<file path="config.mk">
export PLATFORM = sky130hd
export DESIGN_NAME = write_back_arbiter
export DESIGN_NICKNAME = d
export VERILOG_FILES = /design/src/rtl/write_back_arbiter_pkg.sv /design/src/rtl/write_back_arbiter_wb_fifo.sv /design/src/rtl/write_back_arbiter.sv
export SDC_FILE = /design/constraint.sdc
export NUM_CORES = 1
export LEC_CHECK = 0
export CAP_MARGIN = 20
export CELL_PAD_IN_SITES_DETAIL_PLACEMENT = 1
export CELL_PAD_IN_SITES_GLOBAL_PLACEMENT = 1
export CORE_AREA = 2 2 148 150
export DETAILED_ROUTE_END_ITERATION = 10
export DIE_AREA = 0 0 150 152
export HOLD_SLACK_MARGIN = 0.05
export PLACE_DENSITY_LB_ADDON = 0.25
export SLEW_MARGIN = 20
export SYNTH_ARGS = -nofsm -noshare
export SYNTH_HDL_FRONTEND = slang
export SYNTH_SLANG_ARGS = --single-unit
</file>
<file path="constraint.sdc">
create_clock -name clk -period 3.6 [get_ports clk]
set_input_delay 0.72 -clock clk [delete_from_list [all_inputs] [get_ports clk]]
set_output_delay 0.72 -clock clk [all_outputs]
set_load 0.01 [all_outputs]
</file>
<file path="src/rtl/write_back_arbiter_pkg.sv">
// write_back_arbiter_pkg: shared datapath types and write-back defaults
package write_back_arbiter_pkg;
  typedef logic [31:0] DataPath;
  typedef logic [4:0] RegNumPath;
  typedef struct packed {
    logic valid;
    RegNumPath num;
    DataPath data;
  } WbEntry;
  localparam int WB_FIFO_DEPTH = 4;
  localparam int WB_STARVE_LIMIT = 3;
endpackage

</file>
<file path="src/rtl/write_back_arbiter_wb_fifo.sv">
// wb_fifo: long-latency result buffer with parallel squash by register number
module wb_fifo
  import write_back_arbiter_pkg::*;
#(
  parameter int DEPTH = WB_FIFO_DEPTH
) (
  input  logic                         clk,
  input  logic                         rst,
  input  logic                         push,
  input  WbEntry                       push_entry,
  input  logic                         pop,
  input  logic                         squash,
  input  RegNumPath                    squash_num,
  output WbEntry                       head,
  output logic [$clog2(DEPTH+1)-1:0]   count
);
  localparam int PW = $clog2(DEPTH);
  localparam int CW = $clog2(DEPTH + 1);
  WbEntry mem [DEPTH];
  logic [PW-1:0] hp, tp;
  assign head = mem[hp];
  always_ff @(posedge clk) begin
    if (rst) begin
      hp <= '0;
      tp <= '0;
      count <= '0;
      for (int i = 0; i < DEPTH; i++) mem[i] <= '0;
    end else begin
      for (int i = 0; i < DEPTH; i++)
        if (squash && mem[i].num == squash_num) mem[i].valid <= 1'b0;
      // a concurrent push is older than the squashing ALU write
      if (push) begin
        mem[tp] <= push_entry;
        mem[tp].valid <= push_entry.valid && !(squash && push_entry.num == squash_num);
        tp <= tp + 1'b1;
      end
      if (pop) hp <= hp + 1'b1;
      count <= count + CW'(push) - CW'(pop);
    end
  end
endmodule

</file>
<file path="src/rtl/write_back_arbiter.sv">
// write_back_arbiter: sole register-file write port driver merging ALU and buffered long-latency results
module write_back_arbiter
  import write_back_arbiter_pkg::*;
#(
  parameter int DEPTH = WB_FIFO_DEPTH,
  parameter int STARVE_LIMIT = WB_STARVE_LIMIT
) (
  input  logic                       clk,
  input  logic                       rst,
  input  logic                       aluWrEnable,
  input  RegNumPath                  aluWrNum,
  input  DataPath                    aluWrData,
  output logic                       aluStall,
  input  logic                       memValid,
  output logic                       memReady,
  input  RegNumPath                  memWrNum,
  input  DataPath                    memWrData,
  output logic                       wrEnable,
  output RegNumPath                  wrNum,
  output DataPath                    wrData,
  output logic [$clog2(DEPTH+1)-1:0] fifoCount
);
  localparam int SW = $clog2(STARVE_LIMIT + 1);
  WbEntry head, push_entry;
  logic [SW-1:0] starve;
  logic nonempty, head_valid, alu_grant, mem_grant, pop, push;
  assign push_entry = '{valid: 1'b1, num: memWrNum, data: memWrData};
  always_comb begin
    nonempty = fifoCount != '0;
    head_valid = nonempty && head.valid;
    aluStall = starve == SW'(STARVE_LIMIT) && head_valid;
    alu_grant = aluWrEnable && !aluStall;
    mem_grant = !alu_grant && head_valid;
    pop = !alu_grant && nonempty;
    memReady = fifoCount < ($clog2(DEPTH+1))'(DEPTH);
    push = memValid && memReady;
  end
  wb_fifo #(.DEPTH(DEPTH)) u_fifo (
    .clk,
    .rst,
    .push,
    .push_entry,
    .pop,
    .squash(alu_grant),
    .squash_num(aluWrNum),
    .head,
    .count(fifoCount)
  );
  always_ff @(posedge clk) begin
    if (rst) begin
      wrEnable <= 1'b0;
      wrNum <= '0;
      wrData <= '0;
      starve <= '0;
    end else begin
      wrEnable <= alu_grant || mem_grant;
      wrNum <= alu_grant ? aluWrNum : mem_grant ? head.num : wrNum;
      wrData <= alu_grant ? aluWrData : mem_grant ? head.data : wrData;
      starve <= (pop || !head_valid) ? '0 :
                (alu_grant && starve != SW'(STARVE_LIMIT)) ? starve + 1'b1 : starve;
    end
  end
endmodule

</file>
Yosys cells after proc, flatten, opt, wreduce, memory -nomap -nowiden --
Memories as Yosys holds them, arrays and structs flattened. A register that Yosys moved wholly into a read port is not among the register bits. Index checks and enable logic that the tools add are counted.
Word-level totals: memories 1, bits in writable memories 152, flip-flop bits (word level) 47, word-level logic and storage cells 75, output and inout port bits 43, input bits 78
Memory list:
- u_fifo.mem | words 4, width 38, read ports 5, clocked after Yosys merged registers in 1, write ports 5, RTL line write_back_arbiter_wb_fifo.sv:19 | WbEntry mem [DEPTH];
Operators by class: muxes and demuxes 28, reduce and logical (&&, ||, !) cells 21, equal/unequal tests 7, magnitude comparators 1, add/subtract/negate cells 5, bitwise operators 5
Operators by type and width (count):
- $mux W32 | 2
- $eq A5 B5 Y1 | 5
- $mux W1 | 22
- $logic_and A1 B1 Y1 | 12
- $mux W5 | 2
- $add A2 B1 Y2 const B | 3
- $or A1 B1 Y1 | 5
- $logic_not A1 Y1 | 4
- $mux W2 | 2
- $add A3 B1 Y3 | 1
- $lt A3 B3 Y1 const B | 1
- $reduce_bool A3 Y1 | 1
- $sub A3 B1 Y3 | 1
- $eq A2 B2 Y1 const B | 1
- $logic_or A1 B1 Y1 | 2
- $ne A2 B2 Y1 const B | 1
- $reduce_bool A2 Y1 | 1
- $reduce_or A2 Y1 | 1

Longest topological paths before layout --
Gate-level depths: netlist of run 1.
depth in word-level cells 10, depth in mapped cells 14, depth with buffers taken out 11

By module --
From an unflattened synthesis of run 1, not the netlist that was laid out.
Second synthesis, totals: cell total of the unflattened synthesis 636, area, all modules 9059.9 µm²
Modules (own cells, without submodules):
- wb_fifo | cells each 456, area each 7344.5 µm², times used 1, seq. area each 4744.6 µm²
- write_back_arbiter | cells each 180, area each 1715.4 µm², times used 1, seq. area each 800.8 µm²

Worst setup path before layout of run 1 --
OpenSTA, ideal clock, no wires.
path kind register -> register, start reg with a tool-made name, end reg u_fifo.count[2], setup time 0.128 ns, clock period less this slack 2.890 ns, arrival 2.762 ns, cell stages (with the launch flop) 14, setup slack 0.710 ns, path buffers 2, required time 3.472 ns, cells stage by stage dfxtp_1 buf_6 mux4_2 a31oi_4 buf_2 nor2_1 ha_1 inv_1 ha_1 inv_1 fa_1 xor2_1 xnor2_1 nor2_1
RTL lines:
- end signal: assignment | RTL line write_back_arbiter_wb_fifo.sv:38 | count <= count + CW'(push) - CW'(pop);
- end: declaration | RTL line write_back_arbiter_wb_fifo.sv:15 | output logic [$clog2(DEPTH+1)-1:0] count

==> results of run 1 <==
layout by cell type, fill, tap and decap left out, types with 5 or more instances in the layout:
cell type	count
a211oi_2	12
a21oi_1	20
a31oi_1	21
and3_1	149
buf_4	12
clkbuf_1	6
clkbuf_16	22
clkdlybuf4s50_1	119
clkinv_2	5
dfxtp_1	47
edfxtp_1	152
ha_1	5
inv_1	7
mux2i_1	42
mux4_2	17
nand2_1	60
nor2_1	23
nor2b_1	6
nor4_1	22
nor4b_1	22
o21ai_0	23
xnor2_1	13
xor2_1	15
layer usage:
metal,GRT usage [%],up-vias,share of wire [%]
met4,7.82,0,2.7
met2,39.2,216,49
met3,2.94,54,5.4
met1,32.3,3430,43
li1,-,3072,-
met5,0,-,0
cell families after synthesis:
kind of cell | synth area share [%]
AOI/OAI and AO/OA | 6.45
xor gates and xnor gates | 2.60
adders and majority gates | 1.14
buffers and inverters | 3.88
DFF | 58.7
muxes | 8.71
and+or+nand+nor | 18.5
layout make-up:
type / instances / area (sq um) / share of cell area (%)
timing repair buffer: 138 / 1390 / 12.0
antenna: 1 / 2.50 / 0.0216
clock buffer: 29 / 587 / 5.06
multi-input combinational: 487 / 3570 / 30.8
tap: 280 / 350 / 3.02
inverter: 7 / 26.3 / 0.227
sequential: 201 / 5550 / 47.9
clock inverter: 11 / 113 / 0.972
how the worst max path moves through the flow:
| stage | start | end | cells past startpoint |
|---|---|---|---|
| 3_3_place_gp | aluWrEnable | u_fifo.count[2] | 12 |
| 2_1_floorplan | flop | u_fifo.count[2] | 13 |
| 4_1_cts | u_fifo.mem[0][37] | aluStall | 3 |
| 5_1_grt | u_fifo.mem[1][37] | aluStall | 3 |
| 6_report | u_fifo.mem[0][37] | aluStall | 3 |
| 3_5_place_dp | aluWrEnable | u_fifo.count[2] | 12 |
flip-flops by register name, summed over array words and instances, names as in the netlist, named ones only:
register      count
u_fifo.mem      152
starve            2
wrNum             5
wrEnable          1
u_fifo.count      3
u_fifo.hp         2
wrData           32
u_fifo.tp         2
critical path, stage by stage (launching register included):
cell and delay, ns:
edfxtp_1 0.42, mux4_2 0.61, and3_1 0.23, clkdlybuf4s50_1 0.47
through the flow:
stage	utilization (%)	total power [mW]	instances	hold slack (ns)	setup slack, ns
final	54.3	6.84	1154	0.429	0.645
after global routing	54.3	7.09	1154	0.449	0.595
after CTS	54.2	6.87	1153	0.434	0.637
after detailed placement	51.0	4.67	1113	0.425	0.556
after global placement	51.0	4.59	1113	0.415	0.625
after floorplan	-	3.95	774	0.406	0.710
power by group:
part / internal, mW / total, mW / switching [mW]
clock network: 1.29 / 2.21 / 0.919
registers: 2.75 / 2.88 / 0.123
logic: 0.684 / 1.75 / 1.06
==> results.md, run 1 <==
- Pin count of the biggest net entering global routing: about 150
- Via Count: 6772
- Distinct cells, synth: 37
- Worst-Skew Late Latency: around 0.51 ns
- PD cells: about 590 mW/mm^2
- CP arrival: ~2.2 ns
- RSZ-0062 raised after global routing: false
- Max-cap violations: 0
- Post-Place Cell Area: roughly 0.011 sq mm
- First-pass GRT wire length: roughly 42000 microns
- Total routed wirelength: about 27000 microns
- Gr usage total: 23.7%
- Initial Util: between 40 and 50%
- Yosys top cell area share: between 40% and 50%
- Critical Path Fanout Max: 6
- Vias/cell: about 5.9
- VDD IR-drop max: 0.248 mV
- Final Hold Viols: 0
- Syn Nets: 860
- CP Capture Type: primary output
- Worst reg-to-reg path cell count: 11
- DRC: 0
- Gpl congestion: roughly 0.81
- Crit path launch type: flop
- Final Cycle Share: 82.1%
- CTS Sinks: 201
- Die height: 152 microns
- Port buffer count: between 100 and 150
- Async S/R FF share, synth: 0%
- Finish-stage setup viols: 0
- Min Tclk post-route: ~3 ns
- Cells after Synth: between 700 and 800
- Clock Skew: about 0.0086 ns
- Final antenna-violating net count: 0
- Avg Cell Area, Syn: between 10 and 15 sq um
- RR Endpoint: u_fifo.count[2]
- Clock Tree Buf Depth: 3
- Hold buffers post-CTS: 0
- Post-synth top cells: edfxtp_1, and3_1, clkbuf_1
- Min-delay src: starve[0]
- WHS Endpoint: starve[0]
- R2R setup slack: between 0.8 and 0.9 ns
- Final HPWL DP: 16500 microns
- DR pass1 iterations: 4
- Top post-synthesis cells by area: edfxtp_1, dfxtp_1, and3_1
- Fmax achieved: roughly 340 MHz
- Grt total ovfl: 0
- Number of I/O pins: about 120
- CP Class: reg -> out
- Synthesis-stage register bit count: 201
- Worst r2r src: u_fifo.mem[0][37]
- Clock transition at the registers of the reported paths: roughly 0.060 ns
- Die area: 0.0228 sq mm
- Cts repair resizes: 0
- Number of synthesized flops with an enable pin: 152
- Routed len/inst: around 24 microns
- DR iter-0 viols: ~460
- CTS tree: done
- CP required: ~2.9 ns
- Slew HR: between 30 and 40%
- HP Class: reg -> reg
- Nets: between 900 and 1k
- Ys Warns: 0
- Worst slew pin tran: about 0.95 ns
- Synth area leader: edfxtp_1
- Final Slew Violations: 0
- Area Growth Syn to Fin: 22.7%
- Post-route cell area: between 0.01 and 0.015 sq mm
- H-tree levels: 1
- Leak: roughly 4.5 nW
- Top-count cell post-synth: edfxtp_1
- Root buf cell: clkbuf_16
- Status: finished clean
- Syn Std Cell Area: roughly 0.0094 sq mm
- Vias in the first global route: ~7.4k
- Sequential area share after synthesis: between 50% and 60%
- Setup TNS: 0 ns
- Postcts setup bufs: 0
- Initial antenna violation count: 1
- Layout cells sized above 1: 10.8%
- Core area: between 0.02 and 0.025 sq mm
- Number of CTS-inserted buffers: 22
- Site Rows: 54
- Layout filler cell count: approximately 2.2k
- Main synth FF type: edfxtp_1
- Hold path cells: 1
- Die Wd: approximately 150 microns
Power figures use the tool's default switching activity.
==> run 2: changes to the inputs <==
==> constraint.sdc (replaced) <==
create_clock -name clk -period 3.1 [get_ports clk]
set_input_delay 0.62 -clock clk [delete_from_list [all_inputs] [get_ports clk]]
set_output_delay 0.62 -clock clk [all_outputs]
set_load 0.01 [all_outputs]
==> run 2 against run 1 <==
  * Via count up 1.3%
  * Combinational power up 19%
  * Non-clock buffer count increased by 14
  * Worst setup slack worse by 0.41 ns
  * Utilization is 0.65 points higher
  * Flip-flop and latch count unchanged
  * Global-route usage increased by 0.84 points
  * Sequential power up 16%
  * Clock power increased by 20%
  * Critical path type unchanged
  * Largest cell class unchanged
  * Largest power group unchanged
==> results.md, run 2 (synthesized netlist as in run 1, its figures left out) <==
- Layout cells sized above 1: 12.5% (was 10.8%)
- Clock Tree Buf Depth: 3 (unchanged)
- Post-Place Cell Area: 0.0110 sq mm (was 0.0109 sq mm)
- Area Growth Syn to Fin: 24.1% (was 22.7%)
- Final Hold Viols: 0 (unchanged)
- Initial antenna violation count: 0 (was 1)
- CP arrival: 2.24 ns (about the same)
- Layout filler cell count: 2190 (was 2221)
- DR iter-0 viols: 472 (was 457)
- Die Wd: 150 microns (unchanged)
- Vias in the first global route: 7357 (was 7420)
- Final Cycle Share: approximately 92%
- Status: finished clean (unchanged)
- Routed len/inst: 23.9 microns (was 23.6 microns)
- Hold buffers post-CTS: 0 (unchanged)
- Cell count after placement: 1127 (was 1113)
- Setup TNS: 0 ns (unchanged)
- Fmax achieved: about 350 MHz
- CP required: 2.48 ns (was 2.88 ns)
- Postcts setup bufs: 0 (unchanged)
- CP Class: reg -> out (unchanged)
- Pin count of the biggest net entering global routing: 61 (was 149)
- Core area: 0.0214 sq mm (unchanged)
- Initial Util: 44.3% (unchanged)
- Port buffer count: 120 (unchanged)
- CP Capture Type: primary output (unchanged)
- Biggest register: u_fifo.mem (unchanged)
- Final Slew Violations: 0 (unchanged)
- Seq. cell area: 0.00555 sq mm (unchanged)
- Site Rows: 54 (unchanged)
- Critical Path Fanout Max: 6 (unchanged)
- Finish-stage setup viols: 0 (unchanged)
- Total routed wirelength: 27900 microns (was 27300 microns)
- Max-cap violations: 0 (unchanged)
- PD cells: 689 mW/mm^2 (was 590 mW/mm^2)
- Final antenna-violating net count: 0 (unchanged)
- Final HPWL DP: 17700 microns (was 16500 microns)
- Gr usage total: 24.5% (was 23.7%)
- Gpl congestion: 0.826 (was 0.806)
- Clock Skew: 0.0170 ns (was 0.00860 ns)
- DR pass1 iterations: 5 (was 4)
- Nets: 957 (was 943)
- H-tree levels: 1 (unchanged)
- DRC: 0 (unchanged)
- First-pass GRT wire length: 43000 microns (was 41800 microns)
- Pwr Total: 8.09 mW (was 6.84 mW)
- Slew HR: 41.1% (was 36.9%)
- Root buf cell: clkbuf_16 (unchanged)
- Setup ws final: 0.237 ns (was 0.645 ns)
- Fin cells: 1166 (was 1154)
- Die height: 152 microns (unchanged)
- Die area: 0.0228 sq mm (unchanged)
- Worst slew pin tran: 0.883 ns (was 0.947 ns)
- CTS Sinks: 201 (unchanged)
- Commonest cells after routing, fill and taps aside: edfxtp_1, and3_1, clkdlybuf4s50_1 (unchanged)
- Cts repair resizes: 0 (unchanged)
- Vias/cell: 5.88 (was 5.87)
- Worst-Skew Late Latency: 0.51 ns (about the same)
- Number of flip-flops in the largest register: 152 (unchanged)
- Biggest regs: u_fifo.mem (152), wrData (32), wrNum (5) (unchanged)
- Most common cell after layout, fill and taps aside: edfxtp_1 (unchanged)
- CTS tree: done (unchanged)
- Leak: 4.63 nW (was 4.55 nW)
- Multi-input gate area: 0.00357 sq mm (about the same)
- Post-route cell area: 0.0117 sq mm (was 0.0116 sq mm)
- Via Count: 6861 (was 6772)
- RSZ-0062 raised after global routing: false (unchanged)
- Number of I/O pins: 121 (unchanged)
- Final Core Density: 54.9% (was 54.3%)
- Place WS: 0.227 ns (was 0.556 ns)
- HP Class: reg -> reg (unchanged)
- Crit path launch type: flop (unchanged)
- Worst hold slack: 0.430 ns (was 0.429 ns)
- Antenna cell count: 0 (was 1)
- Grt total ovfl: 0 (unchanged)
- Clock transition at the registers of the reported paths: 0.06 ns (about the same)
- Number of CTS-inserted buffers: 22 (unchanged)
- Min Tclk post-route: roughly 2.9 ns
- VDD IR-drop max: 0.305 mV (was 0.248 mV)
[run 2: final cells by class]
class,instances,area share [%]
Clock buffer,23,4.91
Clock inverter,16,1.37
Inverter,7,0.224
Multi-Input combinational cell,487,30.4
Sequential cell,201,47.3
Tap cell,280,2.99
Timing Repair Buffer,152,12.8
[run 2: critical path: stages (launching register included)]
cell and delay (ns):
edfxtp_1 0.40, mux4_2 0.60, and3_1 0.24, clkdlybuf4s50_1 0.49
[run 2: worst paths after layout]
| check | from | endpoint | slack [ns] | depth (start not counted) |
|---|---|---|---|---|
| worst min register to register | starve[0] | starve[0] | 0.43 | 1 |
| worst max register to register | u_fifo.mem[3][37] | u_fifo.count[2] | 0.37 | 11 |
| worst min-delay path | starve[0] | starve[0] | 0.43 | 1 |
| worst max-delay path | u_fifo.mem[3][37] | aluStall | 0.24 | 3 |
[run 2: power by group]
| group | total [mW] | switching (mW) | internal, mW |
|---|---|---|---|
| clock | 2.66 | 1.07 | 1.59 |
| combinational | 2.08 | 1.25 | 0.831 |
| sequential | 3.34 | 0.144 | 3.20 |
| total | 8.09 | 2.46 | 5.62 |
[run 2: layer usage]
| metal | global-route usage [%] | vias to the layer above | wire length [microns] |
|---|---|---|---|
| met2 | 42.3 | 235 | 14100 |
| met4 | 6.47 | 0 | 435 |
| li1 | - | 3096 | - |
| met1 | 33.0 | 3494 | 11900 |
| met5 | 0 | - | 0 |
| met3 | 2.52 | 36 | 1490 |
==> run 3: changes to the inputs <==
--- a/config.mk
+++ b/config.mk
@@ -12,6 +12,7 @@
 export DETAILED_ROUTE_END_ITERATION = 10
 export DIE_AREA = 0 0 150 152
 export HOLD_SLACK_MARGIN = 0.05
+export MAX_ROUTING_LAYER = met4
 export PLACE_DENSITY_LB_ADDON = 0.25
 export SLEW_MARGIN = 20
 export SYNTH_ARGS = -nofsm -noshare
==> run 3 against run 2 <==
  * Worst hold slack hardly changed
  * Total power is essentially flat
  * Combinational power hardly changed
  * Cell area unchanged
  * Final cell count unchanged
  * Fmax is 0.12% higher
  * Count of clock-buffer cells in the layout stayed put
  * Utilization unchanged
==> results.md, run 3 (synthesized netlist as in run 1, its figures left out) <==
- Metal2 WL: 14200 microns (was 14100 microns)
- Antenna cell count: 0 (unchanged)
- Top layer used by detailed routing: met4 (unchanged)
- RSZ-0062 raised after global routing: false (unchanged)
- Initial antenna violation count: 0 (unchanged)
- Commonest cells after routing, fill and taps aside: edfxtp_1, and3_1, clkdlybuf4s50_1 (unchanged)
- CTS tree: done (unchanged)
- CP Class: reg -> out (unchanged)
- Root buf cell: clkbuf_16 (unchanged)
- First-pass GRT wire length: 43000 microns (about the same)
- Cts repair resizes: 0 (unchanged)
- Most common cell after layout, fill and taps aside: edfxtp_1 (unchanged)
- Gpl congestion: 0.839 (was 0.826)
- Met3 WL: 1330 microns (was 1490 microns)
- Final HPWL DP: 17700 microns (unchanged)
- Worst r2r src: u_fifo.mem[3][37] (unchanged)
- DRT met1 WL: 12100 microns (was 11900 microns)
- Status: finished clean (unchanged)
- Final antenna-violating net count: 0 (unchanged)
- Routed len/inst: 24.0 microns (was 23.9 microns)
- Initial Util: 44.3% (unchanged)
- Number of CTS-inserted buffers: 22 (unchanged)
- DR iter-0 viols: 459 (was 472)
- Number of flip-flops in the largest register: 152 (unchanged)
- Worst slew pin tran: 0.884 ns (was 0.883 ns)
- Biggest register: u_fifo.mem (unchanged)
- Die height: 152 microns (unchanged)
- Via Count: 6822 (was 6861)
- Final Slew Violations: 0 (unchanged)
- Min-delay src: starve[0] (unchanged)
- Layout cells sized above 1: 12.5% (unchanged)
- CP required: 2.48 ns (about the same)
- CP Capture Type: primary output (unchanged)
- Critical path startpoint: u_fifo.mem[3][37] (unchanged)
- Clock Skew: 0.0142 ns (was 0.0170 ns)
- HP Class: reg -> reg (unchanged)
- Biggest regs: u_fifo.mem (152), wrData (32), wrNum (5) (unchanged)
- Clock Tree Buf Depth: 3 (unchanged)
- Slew HR: 41.0% (was 41.1%)
- Seq. cell area: 0.00555 sq mm (unchanged)
- Final Hold Viols: 0 (unchanged)
- Area Growth Syn to Fin: 24.1% (unchanged)
- Total routed wirelength: 28000 microns (was 27900 microns)
- Min Tclk post-route: 2.86 ns (about the same)
- Grt total ovfl: 0 (unchanged)
- Vias/cell: 5.85 (was 5.88)
- Max-cap violations: 0 (unchanged)
- Leak: 4.63 nW (unchanged)
- Nets: 957 (unchanged)
- Finish-stage setup viols: 0 (unchanged)
- Core area: 0.0214 sq mm (unchanged)
- Fmax achieved: 350 MHz (was 349 MHz)
- Hold buffers post-CTS: 0 (unchanged)
- Number of I/O pins: 121 (unchanged)
- RR Endpoint: u_fifo.count[2] (unchanged)
- H-tree levels: 1 (unchanged)
- Worst reg-to-reg path cell count: 11 (unchanged)
- Multi-input gate area: 0.00357 sq mm (unchanged)
- Layout filler cell count: 2190 (unchanged)
- R2R setup slack: 0.37 ns (about the same)
- DR pass1 iterations: 5 (unchanged)
- Setup TNS: 0 ns (unchanged)
- Die area: 0.0228 sq mm (unchanged)
- VDD IR-drop max: 0.302 mV (was 0.305 mV)
- Postcts setup bufs: 0 (unchanged)
- PD cells: 690 mW/mm^2 (was 689 mW/mm^2)
- Critical Path Fanout Max: 6 (unchanged)
- Gr usage total: 25.3% (was 24.5%)
- Crit path capture: aluStall (unchanged)
- CTS Sinks: 201 (unchanged)
- Clock transition at the registers of the reported paths: 0.06 ns (about the same)
- Die Wd: 150 microns (unchanged)
- Crit path launch type: flop (unchanged)
- Pin count of the biggest net entering global routing: 61 (unchanged)
- Worst hold slack: 0.430 ns (about the same)
- DRC: 0 (unchanged)
- CP arrival: 2.24 ns (about the same)
- Site Rows: 54 (unchanged)
- Worst-Skew Late Latency: 0.51 ns (about the same)
- Final Cycle Share: 92.3% (was 92.4%)
- Vias in the first global route: 7337 (was 7357)
- Port buffer count: 120 (unchanged)
[run 3: cell counts in the layout (fill, tap and decap cells not counted)]
Identical to the previous run, type by type.
[run 3: per-layer routing]
layer | vias to the layer above | GRT usage [%]
met4 | 0 | 6.47
met5 | - | -
met1 | 3492 | 33.0
li1 | 3097 | -
met2 | 196 | 42.4
met3 | 37 | 2.49
[run 3: worst max-delay path, stage by stage, from the launching register on]
cell             delay [ns]
edfxtp_1               0.40
mux4_2                 0.60
and3_1                 0.24
clkdlybuf4s50_1        0.49
[run 3: how the worst min path moves through the flow]
| stage | end | depth (start not counted) |
|---|---|---|
| 2_1_floorplan | starve[0] | 1 |
| 3_3_place_gp | starve[0] | 1 |
| 3_5_place_dp | starve[0] | 1 |
| 4_1_cts | starve[0] | 1 |
| 5_1_grt | starve[0] | 1 |
| 6_report | starve[0] | 1 |
[run 3: final cells by class]
type	count	share of cell area, %
clock inverter	16	1.37
tap	280	2.99
inverter	7	0.224
multi-input combinational	487	30.4
timing repair buffer	152	12.8
clock buffer	23	4.91
sequential	201	47.3
[run 3: power breakdown]
part           total (mW)  internal (mW)  switching, mW
combinational        2.09          0.831           1.26
sequential           3.34           3.20          0.144
clock                2.66           1.59           1.07
total                8.09           5.62           2.47
[run 3: through the flow]
step / area [sq um] / util (%) / instances / setup WS (ns) / total power, mW
after global routing: 11700 / 54.9 / 1166 / 0.182 / 8.42
after CTS: 11700 / 54.9 / 1166 / 0.227 / 8.13
after detailed placement: 11000 / 51.5 / 1127 / 0.227 / 5.47
after floorplan: 9450 / - / 774 / 0.210 / 4.58
after global placement: 11000 / 51.5 / 1127 / 0.312 / 5.37
final: 11700 / 54.9 / 1166 / 0.240 / 8.09
==> edit 1, RTL diff (config.mk and constraints of run 2) <==
Change the package constant `WB_STARVE_LIMIT` from 3 to 5.
--- a/src/rtl/write_back_arbiter_pkg.sv
+++ b/src/rtl/write_back_arbiter_pkg.sv
@@ -8,6 +8,6 @@
     DataPath data;
   } WbEntry;
   localparam int WB_FIFO_DEPTH = 4;
-  localparam int WB_STARVE_LIMIT = 3;
+  localparam int WB_STARVE_LIMIT = 5;
 endpackage
 
Check against the original RTL: not equivalent (Yosys sat finds a counterexample within 10 cycles, from zero or initial values and one cycle with rst high).
==> edit 1 against run 2 <==
Synthesized area shrank 3.4%. Worst setup slack gained 0.087 ns. Largest power group unchanged. Power shrank 5.8%. Combinational power shrank 12%. Synthesized cell count shrank 8.8%. Sequential cell count grew 1. Non-clock buffer count shrank 11. Via count shrank 11%. Count of clock-buffer cells in the layout grew 2. First-iteration DRC count shrank 15%. Design area shrank 4.2%. Hold slack gained 0.059 ns. Routed wire length shrank 11%.
==> edit 1: results (changes against run 2) <==
{| class="wikitable"
! Metric !! Value
|-
| Power Density || 677.7 nW/µm² (-1.7%)
|-
| Layout cells sized above 1 || 11.69% (-0.84 points)
|-
| Final setup skew || 0.009784 ns (-0.007180 ns)
|-
| Number of buffers created by CTS || 21 (-4.5%)
|-
| Average vias per placed instance || 5.617 (-4.5%)
|-
| Leading cell types by count after synthesis || edfxtp_1, and3_1, nand2_1, clkbuf_1, dfxtp_1
|-
| Maximum number of pins on one net before global-route repair || 77 (+26%)
|-
| Proportion of synthesized chip area in sequential cells || 60.96% (+2.3 points)
|-
| Placed Area || 10600 µm² (-3.6%)
|-
| Reported clock group power || 2.41 mW (-9.4%)
|-
| Count of routing violations after the opening detailed-route iteration || 403 (-15%)
|-
| Number of different library cells in the post-synthesis netlist || 35 (-5.4%)
|-
| Outcome || completed
|-
| Slew HR || 27.94% (-13 points)
|-
| Arrival time at the worst endpoint || 3.14 ns (+0.90 ns)
|-
| Most area-consuming cells after synthesis || edfxtp_1, dfxtp_1, and3_1
|-
| Number of nets in the final layout || 888 (-7.2%)
|-
| Detailed placer's ending HPWL || 15430 µm (-13%)
|-
| Final weighted congestion of routability-driven global placement || 0.8493 (+2.8%)
|-
| Syn nets || 793 (-7.8%)
|-
| Number of global-route vias before repair || 6672 (-9.3%)
|-
| Hold_ws || 0.4890 ns (+0.05885 ns)
|-
| Post-synthesis area per instance || 12.93 µm² (+5.9%)
|-
| Average wire per standard cell || 22.68 µm (-5.2%)
|-
| Leakage power || 4.530 nW (-2.2%)
|-
| Worst skew pair latency || 0.49 ns (-0.02 ns)
|-
| First-pass iteration count of the detailed router || 4 (-1)
|-
| Reg2Reg Launch Point || u_fifo.mem[0][37]$_SDFFCE_PN0P_
|-
| Maximum cell stage delay along the critical path || 0.56 ns (-0.04 ns)
|-
| Maximum vdd ir drop || 0.3132 mV (+2.7%)
|-
| Filler instances || 2136 (-2.5%)
|-
| Internal Power || 5.424 mW (-3.5%)
|-
| Family with the most delay on the worst path || adder cells
|-
| Routed wire length || 24790 µm (-11%)
|-
| Worst setup slack for register-to-register paths || 0.32 ns (-0.05 ns)
|-
| Relative contribution of combinational cells to total power || 24.2% (-1.5 points)
|-
| Final core occ || 52.63% (-2.3 points)
|}
edit 1: changes by cell type in the layout (fill, tap and decap cells not counted), moves of 12 or more:
cell	change
nor4b_1	-22
mux4_2	+21
a211oi_2	-12
mux2i_1	-42
o21ai_0	-20
nor4_1	-19
a311oi_1	+20
nand3_1	+35
a21oi_1	-17
edit 1: cell type report:
| type | instances | share of cell area, % |
|---|---|---|
| clock buffer | 25 | 4.811 |
| clock inverter | 10 | 0.8463 |
| multi-input combinational | 427 | 28.92 |
| tap | 280 | 3.118 |
| inverter | 8 | 0.2673 |
| timing repair buffer | 141 | 12.49 |
| sequential | 202 | 49.54 |
edit 1: worst max path at each step:
stage,from,endpoint,slack (ns),depth (start not counted)
after global placement,aluWrEnable,u_fifo.count[2]$_SDFF_PP0_,0.22,12
after floorplan,register,u_fifo.count[2]$_SDFF_PP0_,0.52,11
after detailed placement,aluWrEnable,u_fifo.count[2]$_SDFF_PP0_,0.18,12
after CTS,u_fifo.mem[0][37]$_SDFFCE_PN0P_,u_fifo.count[2]$_SDFF_PP0_,0.31,11
after global routing,u_fifo.mem[2][37]$_SDFFCE_PN0P_,u_fifo.count[2]$_SDFF_PP0_,0.17,11
final,u_fifo.mem[0][37]$_SDFFCE_PN0P_,u_fifo.count[2]$_SDFF_PP0_,0.32,11
edit 1: kinds of logic (layout without fill, tap and decap cells):
kind of cell	count (synthesis)	after routing	share of synthesized area [%]
and+or+nand+nor	300	300	17.75
DFF	202	202	60.96
buffers and inverters	77	184	3.509
AOI/OAI and AO/OA	51	51	4.304
muxes	38	38	9.375
xor gates and xnor gates	29	29	2.782
adders and majority gates	9	9	1.316
edit 1: layer usage:
layer	GRT usage [%]	routed length, µm
met1	30.35	10920
met2	36.49	12160
met3	3.183	1126
met4	6.020	588
met5	0	0
==> edit 2, RTL diff (config.mk and constraints of run 2) <==
Without the edit above. Reset style: asynchronous (`rst`), changed in 2 clocked blocks.
--- a/src/rtl/write_back_arbiter_wb_fifo.sv
+++ b/src/rtl/write_back_arbiter_wb_fifo.sv
@@ -19,7 +19,7 @@
   WbEntry mem [DEPTH];
   logic [PW-1:0] hp, tp;
   assign head = mem[hp];
-  always_ff @(posedge clk) begin
+  always_ff @(posedge clk or posedge rst) begin
     if (rst) begin
       hp <= '0;
       tp <= '0;
--- a/src/rtl/write_back_arbiter.sv
+++ b/src/rtl/write_back_arbiter.sv
@@ -46,7 +46,7 @@
     .head,
     .count(fifoCount)
   );
-  always_ff @(posedge clk) begin
+  always_ff @(posedge clk or posedge rst) begin
     if (rst) begin
       wrEnable <= 1'b0;
       wrNum <= '0;
Check against the original RTL: differs if rst is asserted again (counterexample within 4 cycles, from zero or initial values and one cycle with rst high); with rst held inactive, the same outputs for 4 cycles.
==> edit 2 against run 2 <==
Critical path type unchanged. First-iteration DRC count fell by 37%. Critical path depth grew 1. Routed wire length fell by 3.4%. Non-clock buffer count decreased by 8. Cell count shrank 2.6%. Synthesized area is 1.7% higher. Highest routed layer unchanged. Register-to-register slack improved by 0.05 ns. Worst setup slack improved by 0.052 ns. Sequential cell count decreased by 2. Synthesized cell count fell by 3.9%. Design area rose by 0.44%. Maximum frequency up 1.9%.
Power is not compared: it rests on default switching activity, and its combinational part moved more than twofold at a synthesized area within 25%.
==> edit 2: results (changes against run 2) <==
{| class="wikitable"
! Metric !! Value
|-
| Global-route wire length before repair || 42960 µm (about the same)
|-
| Maximum net fanout on the critical path || 27 (+21)
|-
| Yosys Warn Count || 0 (unchanged)
|-
| Number of global-route vias before repair || 7617 (+3.5%)
|-
| Crit path to || aluStall
|-
| Maximum vdd ir drop || 0.5676 mV
|-
| Cells on worst reg2reg path || 10 (-1)
|-
| Maximum number of pins on one net before global-route repair || 113 (+85%)
|-
| Worst setup slack for register-to-register paths || 0.42 ns (+0.05 ns)
|-
| Reg2Reg Launch Point || u_fifo.hp[1]$_DFFE_PP0P_
|-
| Average vias per placed instance || 5.934 (+0.85%)
|-
| Global Route Usage Sum || 24.34% (-0.17 points)
|-
| Clock Root Buffer || clkbuf_16
|-
| Post-synthesis area per instance || 12.92 µm² (+5.8%)
|-
| Leakage power || 4.779 nW
|-
| R2R Path End || u_fifo.count[2]$_DFF_PP0_
|-
| Syn nets || 830 (-3.5%)
|-
| Final setup skew || 0.01208 ns (-0.004885 ns)
|-
| Filler instances || 2161 (-1.3%)
|-
| Leading cell types by count after synthesis || dfrtp_1, mux2_2, clkbuf_1, nor2_1
|-
| Max Buffers Root-to-Sink || 2 (-1)
|-
| Outcome || completed
|-
| Detailed placer's ending HPWL || 16710 µm (-5.6%)
|-
| Average wire per standard cell || 23.72 µm (-0.88%)
|-
| Most area-consuming cells after synthesis || dfrtp_1, mux2_2, mux4_2
|-
| Number of nets in the final layout || 929 (-2.9%)
|-
| Critical Path Start || starve[0]$_DFFE_PP0P_
|-
| Number of instances on the worst hold path || 1 (unchanged)
|-
| First-pass iteration count of the detailed router || 5 (unchanged)
|-
| Slew HR || 27.26% (-14 points)
|-
| Routed wire length || 26950 µm (-3.4%)
|-
| Post-cts sizing count || 0 (unchanged)
|-
| Layout cells sized above 1 || 32.36% (+20 points)
|-
| Capture endpoint of the worst hold path || starve[0]$_DFFE_PP0P_
|-
| Count of routing violations after the opening detailed-route iteration || 297 (-37%)
|-
| Switching power share of the total || 35.42%
|-
| Placed Area || 11170 µm² (+1.6%)
|-
| Final weighted congestion of routability-driven global placement || 0.8505 (+3.0%)
|-
| Maximum cell stage delay along the critical path || 0.55 ns (-0.05 ns)
|-
| Cell Count Post-Placement || 1104 (-2.0%)
|-
| Initial antenna violation count || 1 (+1)
|-
| Worst skew pair latency || 0.44 ns (-0.07 ns)
|-
| Arrival time at the worst endpoint || 2.19 ns (-0.05 ns)
|-
| Family with the most delay on the worst path || buffers and inverters
|-
| Critical hold path startpoint || starve[0]$_DFFE_PP0P_
|-
| Proportion of synthesized chip area in sequential cells || 51.81% (-6.9 points)
|-
| Synth async-reset ratio || 100.0% (+100 points)
|-
| Buffers inserted during post-CTS setup optimization || 0 (unchanged)
|-
| Number of buffers created by CTS || 17 (-23%)
|-
| # port buffers || 120 (unchanged)
|-
| Clock-pin slew of the registers on the worst-case setup and hold paths || 0.08 ns (+0.02 ns)
|-
| CP max-delay cell || clkdlybuf4s50_1
|-
| H-tree depth || 4 (+3)
|}
edit 2: area by class of cell:
class	instances	share of cell area (%)
clock inverter	12	1.328
clock buffer	20	3.877
multi-input combinational	470	36.91
inverter	11	0.3824
tap	280	2.974
timing repair buffer	144	12.21
sequential	199	42.32
edit 2: worst reg2reg max path, stage by stage, from the launching register on:
cell,delay (ns)
dfrtp_4,0.42
mux4_2,0.57
a31oi_1,0.27
nor2_1,0.11
ha_1,0.29
inv_1,0.06
ha_1,0.13
inv_1,0.05
fa_1,0.40
xnor2_1,0.14
xnor2_1,0.13
edit 2: per-stage QoR:
stage	hold slack, ns	utilization [%]	setup slack, ns
6_report	0.4576	55.17	0.2891
5_1_grt	0.4879	55.17	0.2046
4_1_cts	0.4609	55.17	0.2638
3_5_place_dp	0.4505	52.30	0.4325
3_3_place_gp	0.4190	52.30	0.5211
2_1_floorplan	0.4066	-	-0.09435
edit 2: power groups by stage:
stage,registers (mW),clock network (mW),logic (mW)
2_1_floorplan,4.60,0,3.69
3_3_place_gp,4.60,0,5.40
3_5_place_dp,4.77,0,5.65
4_1_cts,4.74,2.37,5.71
5_1_grt,4.90,2.48,6.09
6_report,4.76,2.33,5.67
edit 2: kinds of logic after synthesis:
family / synth area share [%]
fa+ha+maj: 1.119
simple gates: 10.66
compound gates: 3.905
buf+inv: 3.372
flops: 51.81
mux: 26.40
xor+xnor: 2.734
edit 2: per-layer routing:
layer / vias up / wire length [µm] / GRT usage, %
met5: - / 0 / 0
met4: 0 / 429 / 7.053
met3: 30 / 1249 / 4.174
met2: 198 / 13800 / 42.47
met1: 3577 / 11470 / 30.96
li1: 2936 / - / -
